`src/rtl/getir_kuyruklu_p.sv`:
```
// getir_kuyruklu_p
// Parametrised instruction fetch unit. A single line buffer of OBEK_BIT bits
// holds the most recently fetched memory line. 32-bit words are extracted
// from it one per cycle into a KUYRUK_DERINLIK-entry instruction queue. Each
// entry carries its instruction word and PC. Fetch redirects (mispredict,
// mret, jal) are resolved with a fixed priority. A memory request that is
// already in flight when a redirect arrives is drained in IPTAL, and its
// data is never used.
//
// Ports
//   clk_i, rst_i            clock (rising edge), asynchronous active-high reset
//   durdur_i                decode stall, blocks queue pop only
//   dallanma_hata_i/_ps_i   mispredict redirect (priority 1) and target
//   mret_gecerli_i/_ps_i    mret redirect (priority 2) and target
//   jal_gecerli_i/_adres_i  jal redirect (priority 3) and target
//   anabellek_istek_o       line read request
//   anabellek_adres_o       line-aligned request address
//   anabellek_musait_i      memory accepts the request this cycle
//   getir_veri_hazir_i      one-cycle pulse, okunan_obek_i is valid
//   okunan_obek_i           returned line, word k at bits [32k+31:32k]
//   buyruk_gecerli_o        queue head valid
//   buyruk_o, buyruk_ps_o   queue head instruction and PC
//
// Handshakes: a memory request is transferred in any cycle where
// anabellek_istek_o and anabellek_musait_i are both 1. The request then drops
// on the next cycle. Exactly one getir_veri_hazir_i pulse answers each
// accepted request. The queue head is consumed in any cycle where
// buyruk_gecerli_o is 1 and durdur_i is 0.

module getir_kuyruklu_p #(
    parameter int          OBEK_BIT        = 128,
    parameter int          KUYRUK_DERINLIK = 4,
    parameter logic [31:0] BASLANGIC_PS    = 32'h4000_0000
) (
    input  logic                clk_i,
    input  logic                rst_i,
    input  logic                durdur_i,
    input  logic                dallanma_hata_i,
    input  logic [31:0]         dallanma_ps_i,
    input  logic                mret_gecerli_i,
    input  logic [31:0]         mret_ps_i,
    input  logic                jal_gecerli_i,
    input  logic [31:0]         jal_adres_i,
    output logic                anabellek_istek_o,
    output logic [31:0]         anabellek_adres_o,
    input  logic                anabellek_musait_i,
    input  logic                getir_veri_hazir_i,
    input  logic [OBEK_BIT-1:0] okunan_obek_i,
    output logic                buyruk_gecerli_o,
    output logic [31:0]         buyruk_o,
    output logic [31:0]         buyruk_ps_o
);

    localparam int LB   = $clog2(OBEK_BIT / 8);   // byte offset bits within a line
    localparam int WI   = LB - 2;                 // word index bits
    localparam int QA   = $clog2(KUYRUK_DERINLIK);
    localparam int TAGW = 32 - LB;

    typedef enum logic [1:0] {BOSTA, ISTEK, BEKLE, IPTAL} durum_t;

    durum_t              durum_q, durum_d;
    logic [31:0]         ps_q, ps_d;
    logic [OBEK_BIT-1:0] obek_q, obek_d;
    logic [TAGW-1:0]     etiket_q, etiket_d;
    logic                obek_gecerli_q, obek_gecerli_d;
    logic                istek_q, istek_d;
    logic [31:0]         adres_q, adres_d;
    logic [QA-1:0]       oku_q, oku_d, yaz_q, yaz_d;
    logic [QA:0]         sayac_q, sayac_d;

    logic [31:0] buyruk_dizi [KUYRUK_DERINLIK];
    logic [31:0] ps_dizi     [KUYRUK_DERINLIK];

    logic          yonlendir, isabet, dolu, bas_gecerli, push, pop;
    logic [31:0]   hedef_ham, hedef, kelime;
    logic [WI-1:0] kelime_idx;

    always_comb begin
        yonlendir = dallanma_hata_i | mret_gecerli_i | jal_gecerli_i;
        if (dallanma_hata_i)     hedef_ham = dallanma_ps_i;
        else if (mret_gecerli_i) hedef_ham = mret_ps_i;
        else                     hedef_ham = jal_adres_i;
        hedef = hedef_ham & ~32'h3;   // no compressed instructions: force word alignment

        isabet      = obek_gecerli_q && (etiket_q == ps_q[31:LB]);
        dolu        = (sayac_q == (QA+1)'(KUYRUK_DERINLIK));
        bas_gecerli = (sayac_q != '0);
        kelime_idx  = ps_q[LB-1:2];
        kelime      = obek_q[{kelime_idx, 5'b00000} +: 32];

        // A redirect cycle flushes the queue, so neither push nor pop happens in it.
        // A full queue refuses the push even if the head is popped in the same cycle.
        push = !yonlendir && (durum_q == BOSTA) && isabet && !dolu;
        pop  = !yonlendir && bas_gecerli && !durdur_i;

        ps_d           = ps_q;
        durum_d        = durum_q;
        obek_d         = obek_q;
        etiket_d       = etiket_q;
        obek_gecerli_d = obek_gecerli_q;
        oku_d          = oku_q;
        yaz_d          = yaz_q;
        sayac_d        = sayac_q;

        if (yonlendir) begin
            ps_d    = hedef;
            oku_d   = '0;
            yaz_d   = '0;
            sayac_d = '0;
        end else begin
            if (push) begin
                ps_d  = ps_q + 32'd4;
                yaz_d = yaz_q + QA'(1);
            end
            if (pop) oku_d = oku_q + QA'(1);
            if (push && !pop)      sayac_d = sayac_q + (QA+1)'(1);
            else if (!push && pop) sayac_d = sayac_q - (QA+1)'(1);
        end

        case (durum_q)
            BOSTA: if (!yonlendir && !isabet) durum_d = ISTEK;
            // Once accepted, the request is in flight and must be drained.
            ISTEK: if (anabellek_musait_i) durum_d = yonlendir ? IPTAL : BEKLE;
            BEKLE: begin
                if (getir_veri_hazir_i) begin
                    if (yonlendir) begin
                        durum_d = ISTEK;
                    end else begin
                        obek_d         = okunan_obek_i;
                        etiket_d       = ps_q[31:LB];
                        obek_gecerli_d = 1'b1;
                        durum_d        = BOSTA;
                    end
                end else if (yonlendir) begin
                    durum_d = IPTAL;
                end
            end
            IPTAL: if (getir_veri_hazir_i) durum_d = ISTEK;
            default: durum_d = BOSTA;
        endcase

        istek_d = (durum_d == ISTEK);
        adres_d = istek_d ? {ps_d[31:LB], LB'(0)} : 32'h0;
    end

    always_ff @(posedge clk_i or posedge rst_i) begin
        if (rst_i) begin
            durum_q        <= BOSTA;
            ps_q           <= BASLANGIC_PS;
            obek_q         <= '0;
            etiket_q       <= '0;
            obek_gecerli_q <= 1'b0;
            istek_q        <= 1'b0;
            adres_q        <= 32'h0;
            oku_q          <= '0;
            yaz_q          <= '0;
            sayac_q        <= '0;
        end else begin
            durum_q        <= durum_d;
            ps_q           <= ps_d;
            obek_q         <= obek_d;
            etiket_q       <= etiket_d;
            obek_gecerli_q <= obek_gecerli_d;
            istek_q        <= istek_d;
            adres_q        <= adres_d;
            oku_q          <= oku_d;
            yaz_q          <= yaz_d;
            sayac_q        <= sayac_d;
        end
    end

    // Queue storage needs no reset: the count gates every read.
    always_ff @(posedge clk_i) begin
        if (push) begin
            buyruk_dizi[yaz_q] <= kelime;
            ps_dizi[yaz_q]     <= ps_q;
        end
    end

    assign anabellek_istek_o = istek_q;
    assign anabellek_adres_o = adres_q;
    assign buyruk_gecerli_o  = bas_gecerli;
    assign buyruk_o          = bas_gecerli ? buyruk_dizi[oku_q] : 32'h0;
    assign buyruk_ps_o       = bas_gecerli ? ps_dizi[oku_q]     : 32'h0;

endmodule

```
`config.mk`:
```
export PLATFORM = sky130hd
export DESIGN_NAME = getir_kuyruklu_p
export DESIGN_NICKNAME = d
export VERILOG_FILES = /design/src/rtl/getir_kuyruklu_p.sv
export SDC_FILE = /design/constraint.sdc
export NUM_CORES = 1
export LEC_CHECK = 0
export CORE_MARGIN = 3
export CORE_UTILIZATION = 55
export DETAILED_ROUTE_END_ITERATION = 8
export PLACE_DENSITY_LB_ADDON = 0.1
export SETUP_SLACK_MARGIN = 0.05
export SLEW_MARGIN = 40
export SYNTH_ARGS = -nofsm -noshare
export SYNTH_HDL_FRONTEND = slang
export SYNTH_SLANG_ARGS = --single-unit
```
`constraint.sdc`:
```
create_clock -name clk_i -period 16.85 [get_ports clk_i]
set_input_delay 3.37 -clock clk_i [delete_from_list [all_inputs] [get_ports clk_i]]
set_output_delay 3.37 -clock clk_i [all_outputs]
set_load 0.01 [all_outputs]
```
==> qor.csv <==
metric,value,unit
run status,"complete, no violations",
drt first-iter violations,722,
worst-case reg-to-reg path depth,7,
kind of start point of the critical path,input port,
sequential fraction of design power,0.493,
maximum vdd ir drop,0.0000788,V
"Distinct cells, synth",52,
number of clock buffers inserted by TritonCTS,48,
startpoint of the most critical hold path,obek_q[86]$_DFFE_PP0P_,
clock transition at the registers of the reported paths,60,ps
"area fraction in and, or, nand and nor cells after synthesis",0.0702,
yosys synthesis warning count,0,
core utilization of the finished layout,0.710,
max-cap violations,0,
worst slack on hold paths,500,ps
level count of the clock H-tree,2,
clock buffer depth,3,
worst min path class,reg2reg,
Final Hold Fails,0,
largest net degree at the start of global routing,95,
ranking of synthesized cells by area,"sky130_fd_sc_hd__edfxtp_1, sky130_fd_sc_hd__dfrtp_1, sky130_fd_sc_hd__mux4_2, sky130_fd_sc_hd__mux2_2, sky130_fd_sc_hd__and2_1",
destination of the worst register-to-register timing path,anabellek_adres_o[13]$_DFF_PP0_,
wire length per cell after detailed routing,21.8,um
fraction of post-synthesis cell area in the top cell type by area,0.369,
commonest cells in the netlist,"sky130_fd_sc_hd__edfxtp_1, sky130_fd_sc_hd__dfrtp_1, sky130_fd_sc_hd__mux2_2, sky130_fd_sc_hd__mux4_2, sky130_fd_sc_hd__and2_1",
final standard cell count with taps included and fillers excluded,2086,
horizontal die dimension,197,um
global-route wire length before repair,71700,um
# Post-CTS Setup Buffers,0,
normalized max-slew margin,0.475,
source of the worst register-to-register timing path,ps_q[12]$_DFF_PP0_,
dominant cell by count in the synthesized netlist,sky130_fd_sc_hd__edfxtp_1,
Final WS setup,10150,ps
gr usage total,0.236,
"Period Utilization, post-route",0.398,
vias per cell,5.84,
boundary pin count,330,
die span in y,197,um
FP Rows,69,
fraction of final layout cells with drive strength greater than 1,0.219,
Hold Path Stages,1,
area of the core region,35800,sq um
Setup crit end kind,flop,
count of flip-flops with a built-in enable after synthesis,248,
mean cell area of the mapped netlist,15.7,sq um
largest area contributor in the netlist,sky130_fd_sc_hd__edfxtp_1,
Logic pwr share,0.126,
GP Congestion,0.854,
maximum fanout along the worst path,51,
# nets final,1824,
final HPWL from detailed placement,30000,um
total number of vias,12200,
compound-gate portion of the synthesized area,0.0402,
"Gates resized, CTS repair",0,
share of synthesized flip-flops with an asynchronous set or reset,0.476,
register area share after synthesis,0.649,
end point of the worst hold path,obek_q[86]$_DFFE_PP0P_,
count of TritonRoute iterations in the first routing pass,4,
Switching Share,0.232,
worst-case clock skew,17.6,ps
clock root buffer master,sky130_fd_sc_hd__clkbuf_16,
pre-CTS setup slack,9510,ps
number of buffers inserted by port buffering,317,
placed insts,1997,
Initial Util,0.563,
proportion of power drawn by the clock network,0.380,
die area,39000,sq um
clock latency on the worst-skew pair,550,ps
slew of the pin with the lowest slew margin,787,ps
Placed Instance Area,23900,sq um
CTS Hold Bufs,0,
cell area after synthesis,20200,sq um
multiplexer share of the synthesized area,0.196,
type of the setup path with the least slack,in2reg,
setup TNS after final layout,0,ps
primary flip-flop cell chosen by synthesis mapping,sky130_fd_sc_hd__edfxtp_1,
power spent charging and discharging nets,0.628,mW
Cell Pwr Density,107,nW/um^2
overall power after layout,2.71,mW
Adder-Cell Fraction of Synth Area,0.00410,
Final ANT Viol Nets,0,
remaining design rule violation count,0,
number of pins exceeding their max-slew limit in the final report,0,
fin crit period,6700,ps
setup repair after global routing missed its margin,no,
maximum achievable frequency,149,MHz
Filler Cell Count,2394,
Static Leakage,9.83,nW
number of global-route vias before repair,12700,
antenna violations before repair,2,
Area Overhead vs Synth,26.3,%
setup slack on the worst flop-to-flop path,12820,ps
internal power,2.09,mW
CTS tree,yes,
"Arr. time, crit path",7180,ps
xor/xnor share of the synthesized area,0.0183,
worst endpoint required time,17330,ps
detailed-route wire length,45500,um
grt total ovfl,0,
largest family of logic cells by synthesized area,multiplexers,
cell count after synthesis,1282,
number of clock sinks,473,
number of synthesized register bits,473,
final design area excluding fillers,25500,sq um
Setup-failing EPs final,0,
## routing by layer
metal	up-vias	share of wire	track usage
li1	5476	-	-
met3	70	0.072	0.0597
met1	6246	0.43	0.341
met5	-	0.00029	0
met2	386	0.48	0.369
met4	2	0.018	0.0554
## kinds of logic after synthesis
logic type / count (synthesis)
flops: 473
simple gates: 264
mux: 257
compound gates: 129
buf+inv: 110
xor+xnor: 42
fa+ha+maj: 6
other cells: 1
## final cells by class
type	count	area, sq um	share of cell area
Sequential cell	473	13100	0.514
Tap cell	461	577	0.0227
Inverter	17	71.3	0.00280
Timing Repair Buffer	342	3530	0.139
Antenna cell	1	2.50	0.0000983
Multi-Input combinational cell	704	6660	0.262
Clock inverter	22	196	0.00772
Clock buffer	66	1330	0.0522
## state kept, by name (all words and copies together), names as in the netlist, 2 cells and up
register           cells
sayac_q                3
etiket_q              28
durum_q                2
obek_q               128
yaz_q                  2
buyruk_dizi          128
ps_q                  30
anabellek_adres_o     28
ps_dizi              120
oku_q                  2
## how the worst max path moves through the flow
stage,startpoint,endpoint,slack [ps],cells past startpoint
after floorplan,rst_i,anabellek_adres_o[10]$_DFF_PP0_,7320,1
after global placement,mret_gecerli_i,anabellek_adres_o[15]$_DFF_PP0_,9570,10
after detailed placement,mret_gecerli_i,anabellek_adres_o[13]$_DFF_PP0_,9510,10
after CTS,mret_gecerli_i,anabellek_adres_o[13]$_DFF_PP0_,10090,10
after global routing,mret_gecerli_i,anabellek_adres_o[17]$_DFF_PP0_,9930,10
final,mret_gecerli_i,anabellek_adres_o[13]$_DFF_PP0_,10150,10
## layout by cell type (no fill, tap or decap), types with 5 or more instances in the layout
| cell | n |
|---|---|
| sky130_fd_sc_hd__clkdlybuf4s50_1 | 316 |
| sky130_fd_sc_hd__edfxtp_1 | 248 |
| sky130_fd_sc_hd__dfrtp_1 | 220 |
| sky130_fd_sc_hd__mux2_2 | 155 |
| sky130_fd_sc_hd__mux4_2 | 94 |
| sky130_fd_sc_hd__and2_1 | 67 |
| sky130_fd_sc_hd__clkbuf_16 | 49 |
| sky130_fd_sc_hd__nand2_1 | 46 |
| sky130_fd_sc_hd__nor2_1 | 37 |
| sky130_fd_sc_hd__a21oi_1 | 32 |
| sky130_fd_sc_hd__xnor2_1 | 31 |
| sky130_fd_sc_hd__nand3_1 | 31 |
| sky130_fd_sc_hd__o21ai_0 | 24 |
| sky130_fd_sc_hd__a22oi_1 | 18 |
| sky130_fd_sc_hd__inv_1 | 15 |
| sky130_fd_sc_hd__nor3_1 | 15 |
| sky130_fd_sc_hd__nand4_1 | 14 |
| sky130_fd_sc_hd__clkbuf_1 | 13 |
| sky130_fd_sc_hd__a31oi_1 | 12 |
| sky130_fd_sc_hd__buf_4 | 12 |
| sky130_fd_sc_hd__xor2_1 | 11 |
| sky130_fd_sc_hd__nor4_1 | 11 |
| sky130_fd_sc_hd__a211oi_1 | 11 |
| sky130_fd_sc_hd__clkinv_1 | 11 |
| sky130_fd_sc_hd__o22ai_1 | 10 |
| sky130_fd_sc_hd__or4_1 | 9 |
| sky130_fd_sc_hd__or3_1 | 8 |
| sky130_fd_sc_hd__mux2i_1 | 8 |
| sky130_fd_sc_hd__clkinv_2 | 7 |
| sky130_fd_sc_hd__o31ai_1 | 6 |
| sky130_fd_sc_hd__conb_1 | 6 |
| sky130_fd_sc_hd__buf_12 | 6 |
| sky130_fd_sc_hd__o211ai_1 | 5 |
| sky130_fd_sc_hd__ha_1 | 5 |
## power by group through the flow
| stage | combinational [mW] | clock, mW | sequential, mW |
|---|---|---|---|
| after floorplan | 0.178 | 0 | 1.34 |
| after global placement | 0.341 | 0 | 1.36 |
| after CTS | 0.348 | 1.05 | 1.34 |
| after global routing | 0.373 | 1.10 | 1.35 |
| after detailed placement | 0.346 | 0 | 1.36 |
| final | 0.342 | 1.03 | 1.34 |
## worst max-delay path, stage by stage
cell	delay, ps
sky130_fd_sc_hd__clkdlybuf4s50_1	390
sky130_fd_sc_hd__buf_4	240
sky130_fd_sc_hd__nor3_2	180
sky130_fd_sc_hd__buf_4	490
sky130_fd_sc_hd__o311ai_1	310
sky130_fd_sc_hd__or2_2	400
sky130_fd_sc_hd__or4_1	740
sky130_fd_sc_hd__nor2_1	470
sky130_fd_sc_hd__mux2_2	400
sky130_fd_sc_hd__a31oi_1	160
Power figures use the tool's default switching activity.
